`src/rtl/seven_seg_scanner.sv`:
```
// Time-multiplexed driver for an eight-digit seven-segment display.
// Scans one digit per slot and latches a new frame only at the frame boundary.
module seven_seg_scanner #(
    parameter int REFRESH_DIV  = 100000,
    parameter int BLANK_CYCLES = 16
) (
    input  logic        clk,
    input  logic        reset,
    input  logic [31:0] display_data,
    input  logic        blank_all,
    output logic [7:0]  an,
    output logic [6:0]  seg,
    output logic        dp,
    output logic        frame_done
);

    localparam int CW = (REFRESH_DIV > 1) ? $clog2(REFRESH_DIV) : 1;

    typedef logic [CW-1:0] cnt_t;

    localparam cnt_t CNT_MAX = cnt_t'(REFRESH_DIV - 1);

    cnt_t        cnt;
    cnt_t        cnt_d;
    logic [2:0]  idx;
    logic [2:0]  idx_d;
    logic [31:0] frame_q;
    logic [31:0] frame_d;
    logic        wrap;
    logic        snap;
    logic        dark;
    logic [3:0]  code;
    logic [7:0]  an_d;
    logic [6:0]  seg_d;

    function automatic logic [6:0] decode(input logic [3:0] c);
        logic [6:0] s;
        s = 7'h7F;
        unique case (c)
            4'h0: s = 7'h40;
            4'h1: s = 7'h79;
            4'h2: s = 7'h24;
            4'h3: s = 7'h30;
            4'h4: s = 7'h19;
            4'h5: s = 7'h12;
            4'h6: s = 7'h02;
            4'h7: s = 7'h78;
            4'h8: s = 7'h00;
            4'h9: s = 7'h10;
            4'hA: s = 7'h08;
            4'hB: s = 7'h03;
            4'hC: s = 7'h46;
            4'hD: s = 7'h21;
            4'hE: s = 7'h06;
            4'hF: s = 7'h7F;
        endcase
        return s;
    endfunction

    // Snapshot only at the last cycle of slot 7 so a frame never tears.
    always_comb begin
        wrap    = (cnt == CNT_MAX);
        snap    = wrap && (idx == 3'd7);
        cnt_d   = wrap ? '0 : cnt + 1'b1;
        idx_d   = wrap ? idx + 3'd1 : idx;
        frame_d = snap ? display_data : frame_q;
    end

    always_comb begin
        dark  = blank_all || (int'(cnt) < BLANK_CYCLES);
        code  = frame_q[{idx, 2'b00} +: 4];
        an_d  = 8'hFF;
        seg_d = 7'h7F;
        if (!dark) begin
            an_d  = ~(8'h01 << idx);
            seg_d = decode(code);
        end
    end

    always_ff @(posedge clk) begin
        if (reset) begin
            cnt        <= '0;
            idx        <= 3'd0;
            frame_q    <= 32'hFFFF_FFFF;
            an         <= 8'hFF;
            seg        <= 7'h7F;
            frame_done <= 1'b0;
        end else begin
            cnt        <= cnt_d;
            idx        <= idx_d;
            frame_q    <= frame_d;
            an         <= an_d;
            seg        <= seg_d;
            frame_done <= snap;
        end
    end

    assign dp = 1'b1;

endmodule

```
`config.mk`:
```
export PLATFORM = sky130hd
export DESIGN_NAME = seven_seg_scanner
export DESIGN_NICKNAME = d
export VERILOG_FILES = /design/src/rtl/seven_seg_scanner.sv
export SDC_FILE = /design/constraint.sdc
export NUM_CORES = 1
export LEC_CHECK = 0
export BUFFER_PORTS_ARGS = -buffer_cell sky130_fd_sc_hd__buf_2
export CAP_MARGIN = 20
export CORE_MARGIN = 4
export CORE_UTILIZATION = 40
export CTS_BUF_LIST = sky130_fd_sc_hd__clkbuf_16
export DETAILED_ROUTE_END_ITERATION = 16
export PLACE_DENSITY = 0.66
export SYNTH_ARGS = -nofsm -noshare
export SYNTH_HDL_FRONTEND = slang
export SYNTH_SLANG_ARGS = --single-unit
```
`constraint.sdc`:
```
create_clock -name clk -period 2 [get_ports clk]
set_input_delay 0.4 -clock clk [delete_from_list [all_inputs] [get_ports clk]]
set_output_delay 0.4 -clock clk [all_outputs]
set_load 0.1 [all_outputs]
```
---- Yosys cells after proc, flatten, opt, wreduce, memory -nomap -nowiden ----
Memories as Yosys holds them, arrays and structs flattened. A register that Yosys moved wholly into a read port is not among the register bits.
Cells that the tools add are included.
storage, ports and cells
  bits in read-only memories .............. 112
  logic and storage cells ................. 18
  memories ................................ 1
  output and inout port bits .............. 17
  input port bits ......................... 35
  flip-flop bits (word level) ............. 61
memories
  name             words  bits a word  read ports  clocked after Yosys merged registers in  wr ports  line  source
  (no name shown)  16     7            1           1                                        0         39    unique case (c)
cells by class
  magnitude comparators ................... 1
  $add $sub $neg .......................... 2
  equal/unequal tests ..................... 2
  reductions and logical operators ........ 4
  shift-type cells ........................ 2
  bitwise operators ....................... 1
operators by type and width
  kind                                                 count
  variable part select 32 x 6 -> 4 bit                 1
  adder 17 x 1 -> 17 bit, second input constant        1
  == test 17 bit, second input constant                1
  < comparator 17 x 5 -> 1 bit, second input constant  1
  inverter 8 bit                                       1
  << shifter 1 x 3 -> 8 bit, first input constant      1
  OR reduction 2 bit                                   2
  adder 3 x 1 -> 3 bit, second input constant          1
  == test 3 bit, second input constant                 1
  logical AND 1 bit                                    1
  logical OR 1 bit                                     1

---- Depth between registers and ports, before layout ----
  depth after elaboration ................. 3
  mapped depth ............................ 8
  mapped depth without buffers ............ 7

---- Worst setup path before layout ----
No wires, ideal clock.
  path kind ............................... register to register
  from .................................... reg idx[0]
  to ...................................... reg seg[5]
  period minus slack after synthesis ...... 2.194 ns
  cell stages (with the launch flop) ...... 9
  arrival ................................. 2.051 ns
  setup time .............................. 0.143 ns
  slack ................................... -0.194 ns
  path buffers ............................ 1
  cell sequence ........................... dfxtp_1 > buf_2 > mux4_2 > mux2i_1 > inv_1 > ha_1 > inv_1 > mux2_2 > o221ai_1
on the way
  longest elaborated chain between the ends .. 1
ends and longest elaborated chain
  item                                  line  source
  start, declared                       25    logic [2:0] idx;
  start signal, assigned                90    idx <= idx_d;
  variable part select 32 x 6 -> 4 bit  71    code = frame_q[{idx, 2'b00} +: 4];
  end, declared                         12    output logic [6:0] seg,
Every way passes these cells.
A chain may end at the register's enable or synchronous reset.

---- Worst setup path after layout ----
  from .................................... reg idx[0]
  to ...................................... reg seg[1]
Same word-level chain as after synthesis.

==> impl_metrics.toml <==
[status]
status = "finished, final reports clean"

[route]
ant_nets = 0
num_vias = 2595
wl_per_cell_um = 14.6
drtIter0Drc = 136
drt-total-wl_um = 7050
drtPass1Iterations = 4
via_per_inst = 5.38
drc = 0

[global_routing]
grt_pass1_vias = 2530
grt_max_degree = 41
grt_pass1_wl_um = 12200
grt_overflow = 0
track_usage_pct = 15.4
antenna_found_initial = 0

[setup_path]
required_ns = 2.24
crit_arrival_ns = 2.22
path_max_fanout = 6
path_class = "reg2reg"
end_kind = "register"
path_cells = "mux4_2 > mux2_4 > inv_4 > ha_4 > inv_2 > mux2_2 > o221ai_2"
critPathSlowestCell = "mux4_2"
cp_num_buf_inv = 2
critical_path.max_stage_delay_ns = 0.51
crit_family = "multiplexers"
startpoint_type = "register"

[yosys]
syn_inst = 299
synth_seq_cells = 68
synth_largest_area_cell = "dfxtp_1"
syn_avg_cell_area_sq_um = 10.6
yosys_warnings = 0
syn_nets = 346
synth.top_cell.area_share_pct = 42.8
synth-seq-area-share_pct = 42.8
synth_area_leaders = "dfxtp_1 (43%), and4_1 (9.6%), a211o_1 (8.8%)"
synthDistinctLibCells = 40
syn_area_sq_um = 3180

[die]
rows = 32
die_w_um = 97.1
start_util_pct = 41.1
io_pins = 52
core_area_sq_um = 7730
die_y_um = 97.1
dieArea_sq_um = 9440

[clock_tree]
cts.clk_slew.worst_paths_ns = 0.05
clockBufferDepth = 2
cts_tree = "done"
cts_root_buffer = "clkbuf_16"
worstSkewPairLatency_ns = 0.33
numCtsBuffers = 9
htreeDepth = 3
cts_sinks = 68

[flow_run]
cap_violations = 0

[sta]
fin_hold_ws_ns = 0.396
tightest_slew_ns = 0.719
slew_violations = 0
period_share_pct = 99.0
finClkSkew_ns = 0.0102
grt_setup_unrepaired = "true"
clock.fmax_mhz = 505
setup_violations = 0
post-route-min-period_ns = 1.98
finalHoldViolations = 0
relSlewSlack_pct = 51.8
worst_slack_ns = 0.0203

[power]
vdd_ir_drop_max_uv = 338
p_leak_nw = 1.61
p_per_area_nw_per_um2 = 708

[cells_and_area]
final_cells = 482
final_nets = 422
n_antenna_cell = 0
syn_to_final_growth_pct = 31.5
drive_gt1_share_pct = 36.6
post-route-util_pct = 54.1

[placement]
numPortBuffers = 50
globalplace.congestion = 0.846
pre_cts_slack_ns = -0.127
dp.cells = 461
dp_hpwl_um = 5050

[worst_hold_path]
hold_path.class = "in2reg"
==> Yosys cell counts <==
master    count
mux2i_1       7
mux2_2        4
buf_4         1
and4bb_2      1
nand4_1       7
buf_6         4
o221ai_1      4
a311oi_1      1
xor2_1        9
a211o_1      32
nor4_1        4
nor3_1        2
xnor2_1       4
a22oi_1       1
nor3_4        1
or3_1         2
o21ai_0       2
o31ai_1       2
mux4_2        8
inv_1         9
clkbuf_1     12
nand3_4       1
buf_2         8
or4_1         2
and4_1       35
conb_1        1
or4_4         1
or2_2         1
nand2_1       9
nor4b_1       1
a21oi_1       5
inv_2         1
dfxtp_1      68
nand3_1      14
and2_1        2
nor2_1       17
nand2b_1      1
a32oi_1       2
a21o_1        1
ha_1         12
==> path summary, 6_finish.rpt <==
| path | end | startpoint | depth (start not counted) | slack [ns] |
|---|---|---|---|---|
| worst min-delay path | seg[5] | reset | 3 | 0.40 |
| worst max register to register | seg[1] | idx[0] | 7 | 0.02 |
| worst max-delay path | seg[1] | idx[0] | 7 | 0.02 |
| worst min register to register | cnt[0] | cnt[0] | 1 | 0.45 |
==> routing by layer <==
metal | part of all wire (%) | GRT usage (%) | vias up
li1 | - | - | 1298
met1 | 50 | 21.7 | 1231
met2 | 44 | 23.1 | 59
met3 | 5.0 | 4.24 | 7
met4 | 0.98 | 4.32 | 0
met5 | 0 | 0 | -
==> kinds of logic (layout without fill, tap and decap cells) <==
| group | after synthesis | count (layout) | share of synthesized area (%) |
|---|---|---|---|
| other cells | 1 | 1 | 0.118 |
| fa+ha+maj | 12 | 12 | 4.72 |
| flops | 68 | 68 | 42.8 |
| xor+xnor | 13 | 13 | 3.58 |
| simple gates | 101 | 101 | 21.1 |
| compound gates | 50 | 50 | 12.8 |
| buf+inv | 35 | 116 | 5.51 |
| mux | 19 | 19 | 9.29 |
==> repair_timing <==
item	4_1_cts	5_1_grt
gates resized for setup	2	17
setup endpoints to repair	7	22
hold buffers	0	0
pin swaps	0	2
buffers inserted	2	3
==> where the power goes <==
part           internal [mW]  total [mW]  leakage, nW  switching [mW]
sequential              1.36        1.36        0.551         0.00476
combinational         0.0345      0.0744        0.912          0.0399
clock                  0.958        1.52        0.149           0.565
==> sequential cells by signal, summed over array words and instances (netlist names) <==
signal / flops
seg: 7
an: 8
frame_q: 32
frame_done: 1
idx: 3
cnt: 17
==> stage by stage <==
stage | area (sq um) | TNS, ns | total power [mW]
final | 4180 | 0 | 2.96
after global routing | 4180 | -0.0943 | 3.04
after CTS | 4080 | 0 | 2.98
after detailed placement | 3760 | -0.429 | 1.47
after global placement | 3760 | -0.103 | 1.47
after floorplan | 3220 | 0 | 1.43
==> cell usage in the layout (no fill, tap or decap), types with 2 or more instances in the layout <==
master     netlist  layout
and4_1          35      35
dfxtp_1         68      67
mux4_2           8       8
and2_1           2       2
o31ai_1          2       2
a32oi_1          2       2
ha_4             0       3
clkinv_4         0       2
or4_1            2       2
nand2_1          9       9
a211o_1         32      32
xor2_1           9       9
o221ai_1         4       2
buf_6            4       3
buf_12           0       4
nor4_1           4       3
ha_1            12       8
mux2i_1          7       6
nor2_1          17      17
a21oi_1          5       5
xnor2_1          4       4
o221ai_2         0       2
nand4_1          7       7
nand3_1         14      14
buf_4            1      33
inv_2            1       3
inv_1            9       6
buf_2            8      50
clkinv_2         0       4
o21ai_0          2       2
mux2_4           0       3
clkbuf_16        0       9
or3_1            2       2
==> worst reg2reg max path: cells and delay by family (launching register included) <==
| kind | cells | cell delay (ns) |
|---|---|---|
| AOI/OAI and AO/OA | 1 | 0.16 |
| adders and majority gates | 1 | 0.13 |
| buffers and inverters | 2 | 0.11 |
| DFF | 1 | 0.40 |
| muxes | 3 | 1.09 |
==> final cells by class <==
cell class | count | area [sq um]
repair buffers | 90 | 612
flip-flops and latches | 68 | 1370
inverters | 10 | 40.0
well taps | 102 | 128
fillers | 676 | 3550
multi-input cells | 196 | 1740
clock inverters | 7 | 67.6
clock buffers | 9 | 225
No activity file was read; power rests on OpenSTA's default activity.
